$ cat src/rtl/axi4_ram_read_arbiter_if.sv
// Bus bundle between NUM_MASTERS AXI4 read masters, the read arbiter and the
// 128-bit on-chip RAM read port (AR/R channels only).
interface axi4_ram_read_arbiter_if #(
    parameter int NUM_MASTERS = 2,
    parameter int ADDR_WIDTH  = 32,
    parameter int DATA_WIDTH  = 128
);
    logic [NUM_MASTERS-1:0]            m_ar_valid;
    logic [NUM_MASTERS-1:0]            m_ar_ready;
    logic [NUM_MASTERS*ADDR_WIDTH-1:0] m_ar_addr;
    logic [NUM_MASTERS*8-1:0]          m_ar_len;
    logic [NUM_MASTERS*3-1:0]          m_ar_size;
    logic [NUM_MASTERS*2-1:0]          m_ar_burst;
    logic [NUM_MASTERS-1:0]            m_r_valid;
    logic [NUM_MASTERS-1:0]            m_r_ready;
    logic [DATA_WIDTH-1:0]             m_r_data;
    logic [1:0]                        m_r_resp;
    logic                              m_r_last;

    logic                              ram_ar_valid;
    logic                              ram_ar_ready;
    logic [ADDR_WIDTH-1:0]             ram_ar_addr;
    logic [7:0]                        ram_ar_len;
    logic [2:0]                        ram_ar_size;
    logic [1:0]                        ram_ar_burst;
    logic                              ram_r_valid;
    logic                              ram_r_ready;
    logic [DATA_WIDTH-1:0]             ram_r_data;
    logic [1:0]                        ram_r_resp;
    logic                              ram_r_last;

    // Arbiter view: slave towards the masters, master towards the RAM.
    modport slave (
        input  m_ar_valid, m_ar_addr, m_ar_len, m_ar_size, m_ar_burst, m_r_ready,
               ram_ar_ready, ram_r_valid, ram_r_data, ram_r_resp, ram_r_last,
        output m_ar_ready, m_r_valid, m_r_data, m_r_resp, m_r_last,
               ram_ar_valid, ram_ar_addr, ram_ar_len, ram_ar_size, ram_ar_burst, ram_r_ready
    );

    // Environment view: the requesting masters plus the RAM.
    modport master (
        output m_ar_valid, m_ar_addr, m_ar_len, m_ar_size, m_ar_burst, m_r_ready,
               ram_ar_ready, ram_r_valid, ram_r_data, ram_r_resp, ram_r_last,
        input  m_ar_ready, m_r_valid, m_r_data, m_r_resp, m_r_last,
               ram_ar_valid, ram_ar_addr, ram_ar_len, ram_ar_size, ram_ar_burst, ram_r_ready
    );
endinterface

$ cat src/rtl/axi4_ram_read_arbiter.sv
// Round-robin, whole-burst read arbiter for the on-chip RAM: one burst in
// flight, R beats steered back to the granted master, sticky ARLEN/beat check.
module axi4_ram_read_arbiter #(
    parameter int NUM_MASTERS = 2,
    parameter int ADDR_WIDTH  = 32,
    parameter int DATA_WIDTH  = 128,
    localparam int GW = (NUM_MASTERS > 1) ? $clog2(NUM_MASTERS) : 1
) (
    input  logic                     clk,
    input  logic                     reset,
    axi4_ram_read_arbiter_if.slave   bus_if,
    output logic [GW-1:0]            grant_id,
    output logic                     busy,
    output logic                     len_error
);

    typedef enum logic [1:0] {
        ST_IDLE = 2'd0,
        ST_ADDR = 2'd1,
        ST_DATA = 2'd2
    } state_e;

    state_e          state_q, state_d;
    logic [GW-1:0]   grant_q, grant_d;
    logic [GW-1:0]   last_grant_q, last_grant_d;
    logic [7:0]      exp_len_q, exp_len_d;
    logic [7:0]      beat_cnt_q, beat_cnt_d;
    logic            len_error_q, len_error_d;

    logic [GW-1:0]          winner_s;
    logic                   found_s;
    logic [NUM_MASTERS-1:0] m_ar_ready_s;
    logic [NUM_MASTERS-1:0] m_r_valid_s;
    logic                   ram_r_ready_s;
    logic                   ar_hs_s;
    logic                   r_hs_s;

    // Round-robin search starting just after the last completed master.
    always_comb begin
        winner_s = '0;
        found_s  = 1'b0;
        for (int k = 1; k <= NUM_MASTERS; k++) begin
            if (!found_s && bus_if.m_ar_valid[(int'(last_grant_q) + k) % NUM_MASTERS]) begin
                found_s  = 1'b1;
                winner_s = GW'((int'(last_grant_q) + k) % NUM_MASTERS);
            end else begin
                found_s  = found_s;
            end
        end
    end

    // Granted master's AR fields go straight to the RAM; AXI keeps them stable.
    assign bus_if.ram_ar_addr  = bus_if.m_ar_addr[int'(grant_q)*ADDR_WIDTH +: ADDR_WIDTH];
    assign bus_if.ram_ar_len   = bus_if.m_ar_len[int'(grant_q)*8 +: 8];
    assign bus_if.ram_ar_size  = bus_if.m_ar_size[int'(grant_q)*3 +: 3];
    assign bus_if.ram_ar_burst = bus_if.m_ar_burst[int'(grant_q)*2 +: 2];
    assign bus_if.ram_ar_valid = (state_q == ST_ADDR);

    assign bus_if.m_r_data = bus_if.ram_r_data;
    assign bus_if.m_r_resp = bus_if.ram_r_resp;
    assign bus_if.m_r_last = bus_if.ram_r_last;

    // Per-master handshake steering towards the granted master only.
    always_comb begin
        m_ar_ready_s  = '0;
        m_r_valid_s   = '0;
        ram_r_ready_s = (state_q == ST_DATA) && bus_if.m_r_ready[grant_q];
        for (int i = 0; i < NUM_MASTERS; i++) begin
            m_ar_ready_s[i] = (state_q == ST_ADDR) && (grant_q == GW'(i)) && bus_if.ram_ar_ready;
            m_r_valid_s[i]  = (state_q == ST_DATA) && (grant_q == GW'(i)) && bus_if.ram_r_valid;
        end
    end

    assign bus_if.m_ar_ready  = m_ar_ready_s;
    assign bus_if.m_r_valid   = m_r_valid_s;
    assign bus_if.ram_r_ready = ram_r_ready_s;

    assign ar_hs_s = (state_q == ST_ADDR) && bus_if.ram_ar_ready;
    assign r_hs_s  = (state_q == ST_DATA) && bus_if.ram_r_valid && ram_r_ready_s;

    // Next-state logic for the grant FSM and the beat/length checker.
    always_comb begin
        state_d      = state_q;
        grant_d      = grant_q;
        last_grant_d = last_grant_q;
        exp_len_d    = exp_len_q;
        beat_cnt_d   = beat_cnt_q;
        len_error_d  = len_error_q;
        case (state_q)
            ST_IDLE: begin
                if (found_s) begin
                    grant_d = winner_s;
                    state_d = ST_ADDR;
                end else begin
                    state_d = ST_IDLE;
                end
            end
            ST_ADDR: begin
                if (ar_hs_s) begin
                    exp_len_d  = bus_if.ram_ar_len;
                    beat_cnt_d = 8'd0;
                    state_d    = ST_DATA;
                end else begin
                    state_d = ST_ADDR;
                end
            end
            ST_DATA: begin
                if (r_hs_s) begin
                    beat_cnt_d = beat_cnt_q + 8'd1;
                    if (bus_if.ram_r_last) begin
                        // Short (or exactly-long-but-wrong) burst ends here.
                        if (beat_cnt_q != exp_len_q) begin
                            len_error_d = 1'b1;
                        end else begin
                            len_error_d = len_error_q;
                        end
                        last_grant_d = grant_q;
                        state_d      = ST_IDLE;
                    end else if (beat_cnt_q == exp_len_q) begin
                        len_error_d = 1'b1;
                    end else begin
                        len_error_d = len_error_q;
                    end
                end else begin
                    state_d = ST_DATA;
                end
            end
            default: begin
                state_d = ST_IDLE;
            end
        endcase
    end

    // State registers with synchronous active-low reset.
    always_ff @(posedge clk) begin
        if (!reset) begin
            state_q      <= ST_IDLE;
            grant_q      <= '0;
            last_grant_q <= GW'(NUM_MASTERS - 1);
            exp_len_q    <= 8'd0;
            beat_cnt_q   <= 8'd0;
            len_error_q  <= 1'b0;
        end else begin
            state_q      <= state_d;
            grant_q      <= grant_d;
            last_grant_q <= last_grant_d;
            exp_len_q    <= exp_len_d;
            beat_cnt_q   <= beat_cnt_d;
            len_error_q  <= len_error_d;
        end
    end

    assign grant_id  = grant_q;
    assign busy      = (state_q != ST_IDLE);
    assign len_error = len_error_q;

endmodule

$ cat src/flat_wrapper.sv
// flat-port wrapper written by rule: the top's interface ports become plain ports
module axi4_ram_read_arbiter_flat 
#(
    parameter int NUM_MASTERS = 2,
    parameter int ADDR_WIDTH  = 32,
    parameter int DATA_WIDTH  = 128,
    localparam int GW = (NUM_MASTERS > 1) ? $clog2(NUM_MASTERS) : 1
)
  (clk, reset, grant_id, busy, len_error, bus_if_m_ar_valid, bus_if_m_ar_addr, bus_if_m_ar_len, bus_if_m_ar_size, bus_if_m_ar_burst, bus_if_m_r_ready, bus_if_ram_ar_ready, bus_if_ram_r_valid, bus_if_ram_r_data, bus_if_ram_r_resp, bus_if_ram_r_last, bus_if_m_ar_ready, bus_if_m_r_valid, bus_if_m_r_data, bus_if_m_r_resp, bus_if_m_r_last, bus_if_ram_ar_valid, bus_if_ram_ar_addr, bus_if_ram_ar_len, bus_if_ram_ar_size, bus_if_ram_ar_burst, bus_if_ram_r_ready);
  axi4_ram_read_arbiter_if #(.NUM_MASTERS(NUM_MASTERS), .ADDR_WIDTH(ADDR_WIDTH), .DATA_WIDTH(DATA_WIDTH)) bus_if_i ();
  input  logic clk;
  input  logic reset;
  output logic [GW-1:0] grant_id;
  output logic busy;
  output logic len_error;
  input wire logic [$bits(bus_if_i.m_ar_valid)-1:0] bus_if_m_ar_valid;
  input wire logic [$bits(bus_if_i.m_ar_addr)-1:0] bus_if_m_ar_addr;
  input wire logic [$bits(bus_if_i.m_ar_len)-1:0] bus_if_m_ar_len;
  input wire logic [$bits(bus_if_i.m_ar_size)-1:0] bus_if_m_ar_size;
  input wire logic [$bits(bus_if_i.m_ar_burst)-1:0] bus_if_m_ar_burst;
  input wire logic [$bits(bus_if_i.m_r_ready)-1:0] bus_if_m_r_ready;
  input wire logic [$bits(bus_if_i.ram_ar_ready)-1:0] bus_if_ram_ar_ready;
  input wire logic [$bits(bus_if_i.ram_r_valid)-1:0] bus_if_ram_r_valid;
  input wire logic [$bits(bus_if_i.ram_r_data)-1:0] bus_if_ram_r_data;
  input wire logic [$bits(bus_if_i.ram_r_resp)-1:0] bus_if_ram_r_resp;
  input wire logic [$bits(bus_if_i.ram_r_last)-1:0] bus_if_ram_r_last;
  output wire logic [$bits(bus_if_i.m_ar_ready)-1:0] bus_if_m_ar_ready;
  output wire logic [$bits(bus_if_i.m_r_valid)-1:0] bus_if_m_r_valid;
  output wire logic [$bits(bus_if_i.m_r_data)-1:0] bus_if_m_r_data;
  output wire logic [$bits(bus_if_i.m_r_resp)-1:0] bus_if_m_r_resp;
  output wire logic [$bits(bus_if_i.m_r_last)-1:0] bus_if_m_r_last;
  output wire logic [$bits(bus_if_i.ram_ar_valid)-1:0] bus_if_ram_ar_valid;
  output wire logic [$bits(bus_if_i.ram_ar_addr)-1:0] bus_if_ram_ar_addr;
  output wire logic [$bits(bus_if_i.ram_ar_len)-1:0] bus_if_ram_ar_len;
  output wire logic [$bits(bus_if_i.ram_ar_size)-1:0] bus_if_ram_ar_size;
  output wire logic [$bits(bus_if_i.ram_ar_burst)-1:0] bus_if_ram_ar_burst;
  output wire logic [$bits(bus_if_i.ram_r_ready)-1:0] bus_if_ram_r_ready;
  assign bus_if_i.m_ar_valid = bus_if_m_ar_valid;
  assign bus_if_i.m_ar_addr = bus_if_m_ar_addr;
  assign bus_if_i.m_ar_len = bus_if_m_ar_len;
  assign bus_if_i.m_ar_size = bus_if_m_ar_size;
  assign bus_if_i.m_ar_burst = bus_if_m_ar_burst;
  assign bus_if_i.m_r_ready = bus_if_m_r_ready;
  assign bus_if_i.ram_ar_ready = bus_if_ram_ar_ready;
  assign bus_if_i.ram_r_valid = bus_if_ram_r_valid;
  assign bus_if_i.ram_r_data = bus_if_ram_r_data;
  assign bus_if_i.ram_r_resp = bus_if_ram_r_resp;
  assign bus_if_i.ram_r_last = bus_if_ram_r_last;
  assign bus_if_m_ar_ready = bus_if_i.m_ar_ready;
  assign bus_if_m_r_valid = bus_if_i.m_r_valid;
  assign bus_if_m_r_data = bus_if_i.m_r_data;
  assign bus_if_m_r_resp = bus_if_i.m_r_resp;
  assign bus_if_m_r_last = bus_if_i.m_r_last;
  assign bus_if_ram_ar_valid = bus_if_i.ram_ar_valid;
  assign bus_if_ram_ar_addr = bus_if_i.ram_ar_addr;
  assign bus_if_ram_ar_len = bus_if_i.ram_ar_len;
  assign bus_if_ram_ar_size = bus_if_i.ram_ar_size;
  assign bus_if_ram_ar_burst = bus_if_i.ram_ar_burst;
  assign bus_if_ram_r_ready = bus_if_i.ram_r_ready;
  axi4_ram_read_arbiter #(.NUM_MASTERS(NUM_MASTERS), .ADDR_WIDTH(ADDR_WIDTH), .DATA_WIDTH(DATA_WIDTH)) u_core (.clk(clk), .reset(reset), .bus_if(bus_if_i), .grant_id(grant_id), .busy(busy), .len_error(len_error));
endmodule
$ cat config.mk
export PLATFORM = sky130hd
export DESIGN_NAME = axi4_ram_read_arbiter_flat
export DESIGN_NICKNAME = d
export VERILOG_FILES = /design/src/rtl/axi4_ram_read_arbiter_if.sv /design/src/rtl/axi4_ram_read_arbiter.sv /design/src/flat_wrapper.sv
export SDC_FILE = /design/constraint.sdc
export NUM_CORES = 1
export LEC_CHECK = 0
export CAP_MARGIN = 20
export CELL_PAD_IN_SITES_DETAIL_PLACEMENT = 0
export CELL_PAD_IN_SITES_GLOBAL_PLACEMENT = 1
export CORE_AREA = 2 2 160 162
export CTS_CLUSTER_DIAMETER = 60
export DETAILED_ROUTE_END_ITERATION = 8
export DIE_AREA = 0 0 162 164
export HOLD_SLACK_MARGIN = 0.05
export PLACE_DENSITY = 0.68
export SLEW_MARGIN = 20
export SYNTH_ARGS = -nofsm -noshare
export SYNTH_HDL_FRONTEND = slang
export SYNTH_SLANG_ARGS = --single-unit
export TNS_END_PERCENT = 1
$ cat constraint.sdc
create_clock -name clk -period 1.8 [get_ports clk]
set_input_delay 0.36 -clock clk [delete_from_list [all_inputs] [get_ports clk]]
set_output_delay 0.36 -clock clk [all_outputs]
set_load 0.005 [all_outputs]
==> results of run 1 <==
## final timing paths
check / from / endpoint / slack [ns] / cells past startpoint
setup / recovery: u_core.grant_id / bus_if_ram_ar_addr[23] / -0.15 / 3
hold / removal: u_core.last_grant_q / u_core.last_grant_q / 0.48 / 2
setup reg to reg: u_core.grant_id / u_core.beat_cnt_q[2] / 0.09 / 6
hold reg to reg: u_core.last_grant_q / u_core.last_grant_q / 0.48 / 2
## timing repair
action	4_1_cts	5_1_grt
cloned	1	0
endpoints found under the setup margin	51	46
gates resized for setup	110	31
setup buffers	1	1
## layout make-up
cell class / count / area (um^2) / share of cell area, %
clock buffer: 3 / 75.1 / 1.82
clock inverter: 1 / 5.00 / 0.121
inverter: 4 / 20.0 / 0.486
multi-input combinational: 159 / 1330 / 32.4
sequential: 21 / 429 / 10.4
tap: 330 / 413 / 10.0
timing repair buffer: 184 / 1840 / 44.8
## sequential cells by signal, summed over array words and instances, names as in the netlist
signal,flops
u_core.exp_len_q,8
u_core.len_error,1
u_core.state_q,2
u_core.grant_id,1
u_core.beat_cnt_q,8
u_core.last_grant_q,1
## report_power, final
part	internal (uW)	switching, uW	leakage, uW	total, uW
Combinational	559	308	0.00148	867
Clock	299	179	0.0000409	477
Sequential	483	22.0	0.000172	505
## kinds of logic after synthesis
group,count (synthesis),synth area share [%]
xor gates and xnor gates,8,2.59
adders and majority gates,6,2.77
and+or+nand+nor,66,12.3
DFF,21,15.5
AOI/OAI and AO/OA,32,8.46
muxes,47,19.6
buffers and inverters,145,38.7
## metal layers
metal | track usage, % | part of all wire [%]
met5 | 0 | 0
met4 | 5.63 | 6.0
met3 | 2.55 | 9.8
met2 | 13.1 | 47
met1 | 8.36 | 37
## cell usage in the layout, fill, tap and decap left out, types with 6 or more instances in the layout
cell type,synthesis,layout
buf_4,132,27
a21boi_0,8,8
nand2_1,26,26
dfxtp_1,21,18
xor2_1,8,8
dlymetal6s2s_1,0,14
clkdlybuf4s15_1,0,25
clkdlybuf4s50_1,0,101
o21ai_0,6,6
mux2_4,0,16
mux2_2,45,29
nor2_1,9,9
## metrics by stage
stage	hold WS [ns]	TNS (ns)	worst slack, ns	std cells
floorplan	0.441	0	0.195	325
global placement	0.462	-3.75	-0.242	695
detailed placement	0.467	-3.77	-0.235	695
CTS	0.483	-3.66	-0.282	701
global route	0.506	-2.38	-0.195	702
finish	0.479	-1.40	-0.154	702
## tightest hold or removal path, delay by kind of cell (launching register included)
kind	cells	cell delay, ns
simple gates	1	0.06
flops	1	0.33
mux	1	0.07
## cells in the mapped netlist (3+ instances only)
library cell / n
ha_1: 6
clkbuf_1: 3
and2_1: 3
nor3b_1: 3
mux2_2: 45
o22ai_1: 3
buf_4: 132
a21boi_0: 8
nand2_1: 26
inv_1: 4
a211oi_1: 3
nand3_1: 4
xor2_1: 8
a211o_1: 3
o311ai_0: 4
and3_1: 4
dfxtp_1: 21
nand3b_1: 3
o21ai_0: 6
nor2_1: 9
or3b_2: 3
buf_2: 6
==> metrics.txt, run 1 <==
routed wire length=11200 um; Fillers=2769; # diodes=0; clock latency on the worst-skew pair=0.26 ns; Final Util=16.6%; critical path fanouts, max=10; Worst-path clk slew=0.06 ns; proportion of layout cells with a drive suffix above 1=27.4%; Ys Warns=0; Tot Pwr=1850 uW; Yosys top cell area share=36.6%; critical path class=register to primary output; CTS tree=built; Via-to-Cell Ratio=3.26; actual slew at the worst max-slew pin=0.498 ns; RSZ-0062 raised after global routing=yes; CTS buffer count=3; Critical path buffers and inverters=2; Die Height=164 um; Mapped Area=2710 um^2; Worst setup EP type=primary output; Die Width=162 um; Sink Count=21; Synth Instances=325; Area Growth Syn to Fin=52.2%; Final Hold Fails=0; relative slew slack=66.5%; predominant post-synthesis flop cell=dfxtp_1; post-detail-place hpwl=9190 um; Cell Pwr Density=449 nW/um^2; Setup crit start kind=register; gpl congestion=0.767; status=finished with violations; Clock Skew=0.00204 ns; ranking of synthesized cells by area=buf_4 37%, mux2_2 19%, dfxtp_1 16%, nand2_1 3.6%, ha_1 2.8%; design area=4120 um^2; post-synth top area cell=buf_4; endpoints failing setup=20; number of port buffers=153; Crit-path slowest cell=clkdlybuf4s50_1; critical path's largest stage delay=0.46 ns; maximum clock insertion buffer count=2; WP data required=1.44 ns; H-tree Lvls=1; WL per Instance=16.0 um; via count=2289; Max Freq=512 MHz; largest net degree at the start of global routing=18; crit path DAT=1.59 ns; failing checks=negative setup slack; cell leakage power=0.00169 uW; fin. max-slew vios=0; Final nets=608; Max-cap violations=0; num ports=414; total track usage=7.85%; Final WS setup=-0.154 ns; core area=24800 um^2; GRT overflow=0; Post-synth EDFFs=0; Yosys cell types=35; initial core utilization=10.9%; async set-reset flop share out of synthesis=0%; Seq cells post-synth=21; row count=58; vias in the first global route=2388; post-synth net total=560; DRT iter0 DRCs=27; post-route ant nets=0; Top delay family on crit path=buffers and inverters; syn avg cell area=8.33 um^2; Root Driver=clkbuf_16; Tcrit/Tclk final=109%; critical path, cell by cell=buf_12 > mux2_2 > clkdlybuf4s50_1; minimum clock period=1.95 ns; hold_buf cts=0; initial antenna violation count=0; Seq/Total Area, Yosys=15.5%; peak supply drop=0.268 mV; full die area=26600 um^2; Min-Delay Path Class=register to register; drc violations=0; 1st-pass router iterations=4; first-pass GRT wire length=15400 um; Post-DP Area=3840 um^2
No activity file was read; power rests on OpenSTA's default activity.
==> run 2, diff against run 1 <==
- CTS_BUF_LIST: not set -> sky130_fd_sc_hd__clkbuf_8 sky130_fd_sc_hd__clkbuf_16
- GPL_TIMING_DRIVEN: not set -> 0
- HOLD_SLACK_MARGIN: 0.05 -> 0.08
==> run 2 against run 1 <==
  * The flow still finishes with violations (negative setup slack)
  * Clock power grew 2%
  * Maximum frequency grew 2.2%
  * Total power grew 33%
  * Critical path type unchanged
==> metrics.txt, run 2 (synthesis results as in run 1) <==
status=finished with violations (unchanged); failing checks=negative setup slack (unchanged); cell leakage power=0.00278 uW (was 0.00169 uW); dpl ws=-0.696 ns (was -0.235 ns); number of port buffers=282 (was 153); vias in the first global route=3123 (was 2388); actual slew at the worst max-slew pin=0.534 ns (was 0.498 ns); WHS Endpoint=u_core.last_grant_q (unchanged); minimum clock period=1.91 ns (was 1.95 ns); # diodes=0 (unchanged); commonest non-fill, non-tap cell in the layout=clkdlybuf4s50_1 (unchanged); Post-DP Area=5940 um^2 (was 3840 um^2); initial antenna violation count=1 (was 0); Sink Count=21 (unchanged); full die area=26600 um^2 (unchanged); WL per Instance=14.7 um (was 16.0 um); Post-Place Cells=937 (was 695); gpl congestion=0.788 (was 0.767); crit-path most repeated cell=buf_12; Reg2Reg Launch Point=u_core.state_q[0] (was u_core.grant_id); num ports=414 (unchanged); DRT iter0 DRCs=58 (was 27); Via-to-Cell Ratio=3.36 (was 3.26); endpoints failing setup=32 (was 20); most frequent cells in the layout=229 x clkdlybuf4s50_1, 142 x buf_4, 33 x mux2_4, 31 x buf_6, 25 x nand2_1 (was 101 x clkdlybuf4s50_1, 29 x mux2_2, 27 x buf_4, 26 x nand2_1, 25 x clkdlybuf4s15_1); Root Driver=clkbuf_16 (unchanged); Area Growth Syn to Fin=137% (was 52.2%); 1st-pass router iterations=4 (unchanged); critical path fanouts, max=6 (was 10); Final nets=866 (was 608); peak supply drop=0.250 mV (was 0.268 mV); proportion of layout cells with a drive suffix above 1=41.9% (was 27.4%); initial core utilization=10.9% (unchanged); r2r endpoint=u_core.beat_cnt_q[3] (was u_core.beat_cnt_q[2]); maximum clock insertion buffer count=2 (unchanged); Worst R2R Path Depth=6 (unchanged); RSZ-0062 raised after global routing=yes (unchanged); Max Freq=523 MHz (was 512 MHz); Setup TNS=-2.44 ns (was -1.40 ns); critical path class=register to primary output (unchanged); clock latency on the worst-skew pair=0.26 ns (about the same); total track usage=9.43% (was 7.85%); HP Start=reset (was u_core.last_grant_q); Die Height=164 um (unchanged); Tcrit/Tclk final=106% (was 109%); Worst-path clk slew=0.06 ns (about the same); design area=6420 um^2 (was 4120 um^2); Final Hold Fails=0 (unchanged); Setup crit start kind=register (unchanged); relative slew slack=64.1% (was 66.5%); Crit-path slowest cell=dfxtp_2 (was clkdlybuf4s50_1); crit path DAT=1.55 ns (was 1.59 ns); CTS buffer count=3 (unchanged); WP data required=1.44 ns (about the same); worst hold path depth=2 (unchanged); drc violations=0 (unchanged); critical path's largest stage delay=0.32 ns (was 0.46 ns); Worst setup EP type=primary output (unchanged); Max-cap violations=0 (unchanged); fin. max-slew vios=0 (unchanged); post-detail-place hpwl=12100 um (was 9190 um); Final Util=25.9% (was 16.6%); Non-Filler Instances=960 (was 702); post-route ant nets=0 (unchanged); first-pass GRT wire length=18900 um (was 15400 um); core area=24800 um^2 (unchanged); via count=3222 (was 2289); Die Width=162 um (unchanged); H-tree Lvls=1 (unchanged); R2R setup slack=0.07 ns (was 0.09 ns); Final WS setup=-0.112 ns (was -0.154 ns); Cell Pwr Density=383 nW/um^2 (was 449 nW/um^2); GRT overflow=0 (unchanged); Clock Skew=0.00420 ns (was 0.00204 ns); CTS tree=built (unchanged); biggest regs=u_core.beat_cnt_q (8), u_core.exp_len_q (8), u_core.state_q (2) (unchanged); row count=58 (unchanged); critical path, cell by cell=buf_6 > buf_12 > buf_12 > buf_12 > mux2_4 > buf_6 (was buf_12 > mux2_2 > clkdlybuf4s50_1); routed wire length=14100 um (was 11200 um); Min-Delay Path Class=input port to register (was register to register); largest net degree at the start of global routing=13 (was 18)
[run 2: cell types whose count changed in the layout (fill, tap and decap cells not counted), moves of 17 or more]
cell,before,now
mux2_4,16,33
clkdlybuf4s15_1,25,1
buf_6,1,31
buf_4,27,142
mux2_2,29,12
clkdlybuf4s50_1,101,229
[run 2: how the worst max path moves through the flow]
stage,endpoint,slack [ns],depth (start not counted),from
2_1_floorplan,bus_if_ram_ar_addr[0],0.20,4,u_core.grant_id
3_3_place_gp,bus_if_ram_ar_addr[19],-0.68,5,u_core.grant_id
3_5_place_dp,bus_if_ram_ar_addr[19],-0.70,5,u_core.grant_id
4_1_cts,bus_if_ram_ar_addr[6],-0.19,6,u_core.grant_id
5_1_grt,bus_if_ram_ar_addr[15],-0.15,6,u_core.grant_id
6_report,bus_if_ram_ar_size[0],-0.11,6,u_core.grant_id
[run 2: metrics by stage]
step,hold slack (ns),power (uW)
floorplan,0.441,1020
global placement,0.463,1840
detailed placement,0.468,1850
CTS,0.484,2410
global route,0.497,2590
finish,0.470,2460
[run 2: repair_timing]
item,CTS,global route
hold buffers,0,0
setup buffers,16,2
endpoints found under the setup margin,60,58
resized for setup,203,72
cloned,1,0
[run 2: layout make-up]
class	count	area, um^2
Buffer	141	1100
Clock buffer	3	75.1
Clock inverter	1	5.00
Fill cell	2683	18400
Inverter	4	15.0
Multi-Input combinational cell	159	1420
Sequential cell	21	424
Tap cell	330	413
Timing Repair Buffer	301	2970
[run 2: where the power goes]
part	switching (uW)	total [uW]	internal, uW
sequential	16.7	501	484
combinational	453	1470	1020
clock	189	488	299
[run 2: routing by layer]
metal,up-vias,share of wire [%],routed length (um),GRT usage [%]
li1,1572,-,-,-
met1,1471,38,5380,10.9
met2,172,54,7620,18.3
met3,7,7.2,1010,1.44
met4,0,0.86,121,1.81
met5,-,0,0,0
[run 2: worst max-delay path, delay by kind of cell, from the launching register on]
family | cells | cell delay (ns)
DFF | 1 | 0.32
buffers and inverters | 5 | 0.66
muxes | 1 | 0.30
